## config.mk

```make
export PLATFORM = sky130hd
export DESIGN_NAME = cpu_path_mailbox_flat
export DESIGN_NICKNAME = d
export VERILOG_FILES = /design/src/rtl/cpu_mbox_pkg.sv /design/src/rtl/cpu_path_mailbox_if.sv /design/src/rtl/mbox_node_buf.sv /design/src/rtl/cpu_path_mailbox.sv /design/src/flat_wrapper.sv
export SDC_FILE = /design/constraint.sdc
export NUM_CORES = 1
export LEC_CHECK = 0
export BUFFER_PORTS_ARGS = -buffer_cell sky130_fd_sc_hd__buf_2
export CELL_PAD_IN_SITES_DETAIL_PLACEMENT = 0
export CELL_PAD_IN_SITES_GLOBAL_PLACEMENT = 2
export CORE_ASPECT_RATIO = 1.2
export CORE_UTILIZATION = 35
export CTS_BUF_LIST = sky130_fd_sc_hd__clkbuf_16
export CTS_CLUSTER_DIAMETER = 150
export DETAILED_ROUTE_END_ITERATION = 10
export PLACE_DENSITY_LB_ADDON = 0.25
export SLEW_MARGIN = 10
export SYNTH_ARGS = -nofsm -noshare
export SYNTH_HDL_FRONTEND = slang
export SYNTH_SLANG_ARGS = --single-unit
```

## constraint.sdc

```tcl
create_clock -name clk_3125KHz -period 2.3 [get_ports clk_3125KHz]
set_input_delay 0.23 -clock clk_3125KHz [delete_from_list [all_inputs] [get_ports clk_3125KHz]]
set_output_delay 0.23 -clock clk_3125KHz [all_outputs]
set_load 0.005 [all_outputs]
```

## src/rtl/cpu_mbox_pkg.sv

```systemverilog
// Shared constants for the CPU path mailbox: register offsets, FSM encoding, INIT length.
package cpu_mbox_pkg;

  localparam logic [31:0] OFS_SP   = 32'h0;
  localparam logic [31:0] OFS_EP   = 32'h4;
  localparam logic [31:0] OFS_NODE = 32'h8;
  localparam logic [31:0] OFS_DONE = 32'hC;

  localparam int unsigned INIT_CYCLES = 8;

  typedef logic [2:0] state_t;
  localparam state_t StIdle   = 3'd0;
  localparam state_t StInit   = 3'd1;
  localparam state_t StRun    = 3'd2;
  localparam state_t StStream = 3'd3;
  localparam state_t StDone   = 3'd4;
  localparam state_t StErr    = 3'd5;

endpackage

```

## src/rtl/cpu_path_mailbox_if.sv

```systemverilog
// Valid/ready stream carrying captured path node ids out of the mailbox.
interface cpu_path_mailbox_if #(
  parameter int unsigned NODE_W = 5
);
  logic [NODE_W-1:0] path_node;
  logic              path_valid;
  logic              path_ready;
  logic              path_last;

  modport master (output path_node, output path_valid, output path_last, input path_ready);
  modport slave  (input path_node, input path_valid, input path_last, output path_ready);
endinterface

```

## src/rtl/mbox_node_buf.sv

```systemverilog
// Path node buffer: DEPTH x NODE_W registers, zero-latency read, synchronous clear.
module mbox_node_buf #(
  parameter int unsigned NODE_W = 5,
  parameter int unsigned DEPTH  = 32,
  localparam int unsigned AW    = $clog2(DEPTH),
  localparam int unsigned CW    = AW + 1
) (
  input  logic              clk_i,
  input  logic              rst_ni,
  input  logic              clr_i,
  input  logic              push_i,
  input  logic [NODE_W-1:0] push_data_i,
  input  logic              pop_i,
  output logic [NODE_W-1:0] rd_data_o,
  output logic [CW-1:0]     count_o,
  output logic              full_o,
  output logic              last_o
);

  logic [NODE_W-1:0] mem_q [DEPTH];
  logic [AW-1:0]     wr_ptr_q, wr_ptr_d;
  logic [CW-1:0]     rd_ptr_q, rd_ptr_d;
  logic [CW-1:0]     count_q, count_d;
  logic              do_push;

  assign full_o    = (count_q == CW'(DEPTH));
  assign do_push   = push_i && !full_o;
  assign rd_data_o = mem_q[rd_ptr_q[AW-1:0]];
  assign count_o   = count_q;
  // Reads never run concurrently with writes, so the read index counts reads, not slots.
  assign last_o    = ((rd_ptr_q + CW'(1)) == count_q);

  always_comb begin
    wr_ptr_d = wr_ptr_q;
    rd_ptr_d = rd_ptr_q;
    count_d  = count_q;
    if (clr_i) begin
      wr_ptr_d = '0;
      rd_ptr_d = '0;
      count_d  = '0;
    end else begin
      if (do_push) begin
        wr_ptr_d = wr_ptr_q + AW'(1);
        count_d  = count_q + CW'(1);
      end
      if (pop_i) begin
        rd_ptr_d = rd_ptr_q + CW'(1);
      end
    end
  end

  always_ff @(posedge clk_i or negedge rst_ni) begin
    if (!rst_ni) begin
      wr_ptr_q <= '0;
      rd_ptr_q <= '0;
      count_q  <= '0;
    end else begin
      wr_ptr_q <= wr_ptr_d;
      rd_ptr_q <= rd_ptr_d;
      count_q  <= count_d;
    end
  end

  always_ff @(posedge clk_i) begin
    if (do_push && !clr_i) begin
      mem_q[wr_ptr_q] <= push_data_i;
    end
  end

endmodule

```

## src/rtl/cpu_path_mailbox.sv

```systemverilog
// Host-side mailbox: seeds and releases the path-planner core, captures the nodes it
// reports, then replays them on a valid/ready stream with length and error flags.
module cpu_path_mailbox
  import cpu_mbox_pkg::*;
#(
  parameter int unsigned NODE_W      = 5,
  parameter int unsigned DEPTH       = 32,
  parameter logic [31:0] BASE_ADR    = 32'h0200_0000,
  parameter int unsigned TIMEOUT_CYC = 3125000,
  localparam int unsigned LW         = $clog2(DEPTH) + 1
) (
  input  logic                clk_3125KHz,
  input  logic                rst_n,
  input  logic                start,
  input  logic [NODE_W-1:0]   sp,
  input  logic [NODE_W-1:0]   ep,
  input  logic                cpu_memwrite,
  input  logic [31:0]         cpu_dataadr,
  input  logic [31:0]         cpu_writedata,
  output logic                cpu_reset,
  output logic                ext_memwrite,
  output logic [31:0]         ext_dataadr,
  output logic [31:0]         ext_writedata,
  cpu_path_mailbox_if.master  path_if,
  output logic [LW-1:0]       path_len,
  output logic                busy,
  output logic                done,
  output logic                overflow,
  output logic                timeout,
  output logic                ep_mismatch
);

  localparam int unsigned TW = (TIMEOUT_CYC > 1) ? $clog2(TIMEOUT_CYC) : 1;

  state_t            state_q, state_d;
  logic [2:0]        init_cnt_q, init_cnt_d;
  logic [TW-1:0]     run_cnt_q, run_cnt_d;
  logic [NODE_W-1:0] sp_q, sp_d, ep_q, ep_d;
  logic              start_q;
  logic              overflow_q, overflow_d, timeout_q, timeout_d, ep_mismatch_q, ep_mismatch_d;

  logic              buf_clr, buf_push, buf_pop, buf_full, buf_last;
  logic [NODE_W-1:0] buf_rd_data;
  logic [LW-1:0]     buf_count;

  logic start_edge, node_wr, done_wr, run_expired;

  assign start_edge  = start && !start_q;
  assign node_wr     = cpu_memwrite && (cpu_dataadr == BASE_ADR + OFS_NODE);
  assign done_wr     = cpu_memwrite && (cpu_dataadr == BASE_ADR + OFS_DONE) &&
                       (cpu_writedata == 32'd1);
  assign run_expired = (TIMEOUT_CYC != 0) && (run_cnt_q == TW'(TIMEOUT_CYC - 1));

  mbox_node_buf #(
    .NODE_W (NODE_W),
    .DEPTH  (DEPTH)
  ) u_node_buf (
    .clk_i       (clk_3125KHz),
    .rst_ni      (rst_n),
    .clr_i       (buf_clr),
    .push_i      (buf_push),
    .push_data_i (cpu_writedata[NODE_W-1:0]),
    .pop_i       (buf_pop),
    .rd_data_o   (buf_rd_data),
    .count_o     (buf_count),
    .full_o      (buf_full),
    .last_o      (buf_last)
  );

  always_comb begin
    state_d       = state_q;
    init_cnt_d    = init_cnt_q;
    run_cnt_d     = run_cnt_q;
    sp_d          = sp_q;
    ep_d          = ep_q;
    overflow_d    = overflow_q;
    timeout_d     = timeout_q;
    ep_mismatch_d = ep_mismatch_q;
    buf_clr       = 1'b0;
    buf_push      = 1'b0;
    buf_pop       = 1'b0;
    case (state_q)
      StIdle: begin
        if (start_edge) begin
          sp_d          = sp;
          ep_d          = ep;
          overflow_d    = 1'b0;
          timeout_d     = 1'b0;
          ep_mismatch_d = 1'b0;
          buf_clr       = 1'b1;
          init_cnt_d    = '0;
          state_d       = StInit;
        end
      end
      StInit: begin
        init_cnt_d = init_cnt_q + 3'd1;
        if (init_cnt_q == 3'(INIT_CYCLES - 1)) begin
          run_cnt_d = '0;
          state_d   = StRun;
        end
      end
      StRun: begin
        run_cnt_d = run_cnt_q + TW'(1);
        if (node_wr) begin
          if (buf_full) overflow_d = 1'b1;
          else          buf_push   = 1'b1;
        end
        // A DONE report on the same cycle as expiry still counts as a completed run.
        if (done_wr) begin
          state_d = (buf_count == '0) ? StDone : StStream;
        end else if (run_expired) begin
          timeout_d = 1'b1;
          state_d   = StErr;
        end
      end
      StStream: begin
        if (path_if.path_ready) begin
          buf_pop = 1'b1;
          if (buf_last) begin
            ep_mismatch_d = (buf_rd_data != ep_q);
            state_d       = StDone;
          end
        end
      end
      StDone, StErr: begin
        if (!start) state_d = StIdle;
      end
      default: state_d = StIdle;
    endcase
  end

  always_comb begin
    ext_memwrite  = 1'b0;
    ext_dataadr   = '0;
    ext_writedata = '0;
    if (state_q == StInit && !init_cnt_q[0]) begin
      ext_memwrite = 1'b1;
      case (init_cnt_q[2:1])
        2'd0: begin
          ext_dataadr   = BASE_ADR + OFS_SP;
          ext_writedata = 32'(sp_q);
        end
        2'd1: begin
          ext_dataadr   = BASE_ADR + OFS_EP;
          ext_writedata = 32'(ep_q);
        end
        2'd2:    ext_dataadr = BASE_ADR + OFS_NODE;
        default: ext_dataadr = BASE_ADR + OFS_DONE;
      endcase
    end
  end

  assign cpu_reset          = (state_q != StRun);
  assign busy               = (state_q != StIdle) && (state_q != StDone);
  assign done               = (state_q == StDone);
  assign path_if.path_valid = (state_q == StStream);
  assign path_if.path_node  = (state_q == StStream) ? buf_rd_data : '0;
  assign path_if.path_last  = (state_q == StStream) && buf_last;
  assign path_len           = buf_count;
  assign overflow           = overflow_q;
  assign timeout            = timeout_q;
  assign ep_mismatch        = ep_mismatch_q;

  always_ff @(posedge clk_3125KHz or negedge rst_n) begin
    if (!rst_n) begin
      state_q       <= StIdle;
      init_cnt_q    <= '0;
      run_cnt_q     <= '0;
      sp_q          <= '0;
      ep_q          <= '0;
      start_q       <= 1'b0;
      overflow_q    <= 1'b0;
      timeout_q     <= 1'b0;
      ep_mismatch_q <= 1'b0;
    end else begin
      state_q       <= state_d;
      init_cnt_q    <= init_cnt_d;
      run_cnt_q     <= run_cnt_d;
      sp_q          <= sp_d;
      ep_q          <= ep_d;
      start_q       <= start;
      overflow_q    <= overflow_d;
      timeout_q     <= timeout_d;
      ep_mismatch_q <= ep_mismatch_d;
    end
  end

endmodule
```

## src/flat_wrapper.sv

```systemverilog
// flat-port wrapper written by rule: the top's interface ports become plain ports
module cpu_path_mailbox_flat import cpu_mbox_pkg::*;
#(
  parameter int unsigned NODE_W      = 5,
  parameter int unsigned DEPTH       = 32,
  parameter logic [31:0] BASE_ADR    = 32'h0200_0000,
  parameter int unsigned TIMEOUT_CYC = 3125000,
  localparam int unsigned LW         = $clog2(DEPTH) + 1
)
  (clk_3125KHz, rst_n, start, sp, ep, cpu_memwrite, cpu_dataadr, cpu_writedata, cpu_reset, ext_memwrite, ext_dataadr, ext_writedata, path_len, busy, done, overflow, timeout, ep_mismatch, path_if_path_node, path_if_path_valid, path_if_path_last, path_if_path_ready);
  cpu_path_mailbox_if #(.NODE_W(NODE_W)) path_if_i ();
  input  logic clk_3125KHz;
  input  logic rst_n;
  input  logic start;
  input  logic [NODE_W-1:0] sp;
  input  logic [NODE_W-1:0] ep;
  input  logic cpu_memwrite;
  input  logic [31:0] cpu_dataadr;
  input  logic [31:0] cpu_writedata;
  output logic cpu_reset;
  output logic ext_memwrite;
  output logic [31:0] ext_dataadr;
  output logic [31:0] ext_writedata;
  output logic [LW-1:0] path_len;
  output logic busy;
  output logic done;
  output logic overflow;
  output logic timeout;
  output logic ep_mismatch;
  output wire logic [$bits(path_if_i.path_node)-1:0] path_if_path_node;
  output wire logic [$bits(path_if_i.path_valid)-1:0] path_if_path_valid;
  output wire logic [$bits(path_if_i.path_last)-1:0] path_if_path_last;
  input wire logic [$bits(path_if_i.path_ready)-1:0] path_if_path_ready;
  assign path_if_path_node = path_if_i.path_node;
  assign path_if_path_valid = path_if_i.path_valid;
  assign path_if_path_last = path_if_i.path_last;
  assign path_if_i.path_ready = path_if_path_ready;
  cpu_path_mailbox #(.NODE_W(NODE_W), .DEPTH(DEPTH), .BASE_ADR(BASE_ADR), .TIMEOUT_CYC(TIMEOUT_CYC)) u_core (.clk_3125KHz(clk_3125KHz), .rst_n(rst_n), .start(start), .sp(sp), .ep(ep), .cpu_memwrite(cpu_memwrite), .cpu_dataadr(cpu_dataadr), .cpu_writedata(cpu_writedata), .cpu_reset(cpu_reset), .ext_memwrite(ext_memwrite), .ext_dataadr(ext_dataadr), .ext_writedata(ext_writedata), .path_if(path_if_i), .path_len(path_len), .busy(busy), .done(done), .overflow(overflow), .timeout(timeout), .ep_mismatch(ep_mismatch));
endmodule
```

==> results.toml <==
[logic_synthesis]
ys_ff_latch = 219
synth_flop_cell = "edfxtp_1"
synth_edf_count = 160
synth.top_cell.area_share_pct = 46.8
post-synth-top-count-cell = "edfxtp_1"
synth_common_cells = "edfxtp_1, nand2_1, nor2_1"
syn_inst = 767
yosys.area.top_type = "edfxtp_1"
yosysWarnings = 0
syn-cell-area_sq_um = 10300
yosysUniqueCellTypes = 64
synth-seq-area-share_pct = 61.2
synthArstFlopShare_pct = 26.9
synthTopCellsByArea = "edfxtp_1, dfrtp_1, mux4_2"
synth_area_per_cell_sq_um = 13.4

[global_route]
grt_pass1_wl_mm = 38.8
grt_usage_pct = 17.4
overflow = 0
first_global_vias = 6634
antenna_found_initial = 2
grt_max_degree = 43

[critical_path]
crit_chain = "buf_12, mux4_2, mux4_2, mux2i_4, nor2_1, buf_2"
path_class = "flip-flop to output port"
reg2reg_depth = 11
r2r_end = "u_core.ep_mismatch$_DFFE_PN0P_"
path_delay_family = "multiplexers"
cp_max_fo = 6
regToRegSetupSlack_ns = -0.36
critPathSlowestCell = "mux4_2"
r2r-start = "u_core.u_node_buf.rd_ptr_q[0]$_DFFE_PN0P_"
worst_setup_path_end_kind = "output port"
cpPeakStageDelay_ns = 0.55
timing.critical_path.from_type = "flip-flop"
cp_common_cell = "mux4_2"
crit_required_ns = 2.07
crit_arrival_ns = 2.58
crit_buf_inv = 2

[power_and_ir_drop]
max-vdd-ir-drop_uv = 406
power.density_nw_per_um2 = 843
total_power_mw = 10.9
p_leak_nw = 4.88

[timing]
rsz0062_at_grt = "true"
period_minus_slack_ns = 2.81
maxSlewViolCount = 0
setup_viol = 7
worst_slew_pin_slew_ns = 0.668
finalHoldViolCount = 0
worst_hold_slack_ns = 0.0589
fin_tns_setup_ns = -2.90
finClkSkew_ns = 0.00925
relSlewSlack_pct = 55.3
clock.fmax_ghz = 0.356
postLayoutSetupSlackWorst_ns = -0.513
period_share_pct = 122

[layout]
layout.nets = 1048
final_cells = 1362
multiInputGateArea_sq_um = 3960
finalInstanceArea_sq_um = 13000
seq_area_sq_um = 6280
fill_cells = 2647
drive_gt1_share_pct = 34.2
synthToLayoutAreaGrowth_pct = 26.3

[routing]
ant_nets = 0
drc = 0
drt_iter0_drc = 327
totalWireLength_mm = 25.5
via_count = 6543
first_pass_iters = 4
viasPerCell = 4.80
routedWlPerCell_um = 18.7

[floorplanning]
die_width_um = 158
std_cell_rows = 68
die-area_sq_um = 30000
num_io_pins = 163
die_y_um = 190
start_util_pct = 35.7
coreArea_sq_um = 28800

[place]
port_buffers = 106
numPlacedInstances = 1289
gp_congestion = 0.748
place_area_sq_um = 11700
dp_hpwl_mm = 18.3

[cts]
clkLatencyLatePin_ns = 0.51
htree_levels = 1
clk_path_buf_depth = 3
clkTransAtPathRegs_ns = 0.06
numCtsBuffers = 23
cts_tree = "done"
ctsRootBufferMaster = "clkbuf_16"
cts_sinks = 219

[hold_path]
min_to = "u_core.u_node_buf.mem_q[15][1]$_DFFE_PP_"
whs_path_depth = 1
worstHoldStart = "cpu_writedata[1]"
hp-class = "primary input to flip-flop"

[status]
failed_checks = "negative setup slack"
outcome = "finished with violations"

[flow_run]
cap_violations = 0
where the power goes:
| group | internal (mW) | switching (mW) | total, mW |
|---|---|---|---|
| clock network | 2.16 | 1.52 | 3.68 |
| registers | 4.41 | 0.152 | 4.56 |
| logic | 1.32 | 1.36 | 2.68 |
| total | 7.89 | 3.04 | 10.9 |
timing repair:
action / 4_1_cts / 5_1_grt
setup endpoints to repair: 104 / 160
cloned: 2 / 0
hold buffers: 12 / 2
hold endpoints to repair: 71 / 1
setup buffers: 11 / 4
pin swaps: 7 / 11
resized for setup: 28 / 29
kinds of logic after synthesis:
family          share of synthesized area, %
buf+inv                                 6.32
xor+xnor                                1.79
compound gates                          5.44
fa+ha+maj                               1.22
mux                                     11.5
simple gates                            12.4
other cells                           0.0366
flops                                   61.2
how the worst max path moves through the flow:
stage                                               from                                        to  slack (ns)  cells past startpoint
3_3_place_gp   u_core.u_node_buf.rd_ptr_q[0]$_DFFE_PN0P_            u_core.ep_mismatch$_DFFE_PN0P_       -0.27                      9
3_5_place_dp                            cpu_writedata[3]             u_core.state_q[1]$_DFFE_PN0P_       -0.22                      9
5_1_grt        u_core.u_node_buf.rd_ptr_q[0]$_DFFE_PN0P_                      path_if_path_node[2]       -0.57                      6
4_1_cts        u_core.u_node_buf.rd_ptr_q[0]$_DFFE_PN0P_                      path_if_path_node[2]       -0.53                      6
6_report       u_core.u_node_buf.rd_ptr_q[0]$_DFFE_PN0P_                      path_if_path_node[2]       -0.51                      6
2_1_floorplan              u_core.state_q[0]$_DFFE_PN0P_  u_core.u_node_buf.mem_q[31][0]$_DFFE_PP_       -0.02                      9
routing by layer:
| metal | wire [um] | global-route usage (%) |
|---|---|---|
| met3 | 928 | 2.93 |
| met2 | 13000 | 30.0 |
| met1 | 10900 | 22.2 |
| met4 | 663 | 5.10 |
| met5 | 10 | 0 |
final cells by class:
type	count	area share [%]
Sequential cell	219	48.5
Antenna cell	1	0.0193
Timing Repair Buffer	201	11.1
Clock buffer	23	4.44
Tap cell	385	3.72
Inverter	11	0.338
Multi-Input combinational cell	503	30.6
Clock inverter	19	1.30
registers in the layout, summed over array words and instances (netlist names):
register                    flops
u_core.overflow                 1
u_core.timeout                  1
u_core.u_node_buf.rd_ptr_q      6
u_core.ep_q                     5
u_core.state_q                  3
u_core.run_cnt_q               22
u_core.ep_mismatch              1
u_core.sp_q                     5
u_core.u_node_buf.mem_q       160
u_core.start_q                  1
u_core.init_cnt_q               3
u_core.u_node_buf.count_o       6
u_core.u_node_buf.wr_ptr_q      5
layout by cell type, fill, tap and decap left out, types with 5 or more instances in the layout:
master,n
clkbuf_16,23
nand3_1,26
nor2_4,30
o221ai_2,5
xnor2_1,7
o31ai_1,7
o211ai_1,6
edfxtp_1,160
mux2i_1,34
o21ai_0,29
nand4_1,14
inv_1,11
dlygate4sd3_1,14
buf_4,65
dfrtp_1,58
conb_1,56
nand2_2,6
ha_1,9
buf_6,6
o221ai_1,5
mux2_2,5
clkinv_1,8
a21oi_1,8
nor4_1,14
nor2_1,38
xor2_1,13
nand2_1,73
mux4_2,28
and3_1,6
buf_12,6
buf_2,106
worst register-to-register path, cell delays in order, from the launching register on:
cell	delay [ns]
dfrtp_2	0.45
buf_4	0.17
buf_16	0.12
buf_4	0.11
mux4_2	0.49
a22oi_2	0.17
o211ai_2	0.17
buf_4	0.17
xor2_1	0.12
or3_1	0.30
o211ai_1	0.17
nand4_1	0.10
stage by stage:
| step | worst slack (ns) | utilization [%] |
|---|---|---|
| 6_report | -0.513 | 45.0 |
| 5_1_grt | -0.572 | 45.0 |
| 4_1_cts | -0.531 | 44.4 |
| 3_5_place_dp | -0.219 | 40.6 |
| 3_3_place_gp | -0.270 | 40.6 |
| 2_1_floorplan | -0.0222 | - |
(Power assumes the default switching activity.)
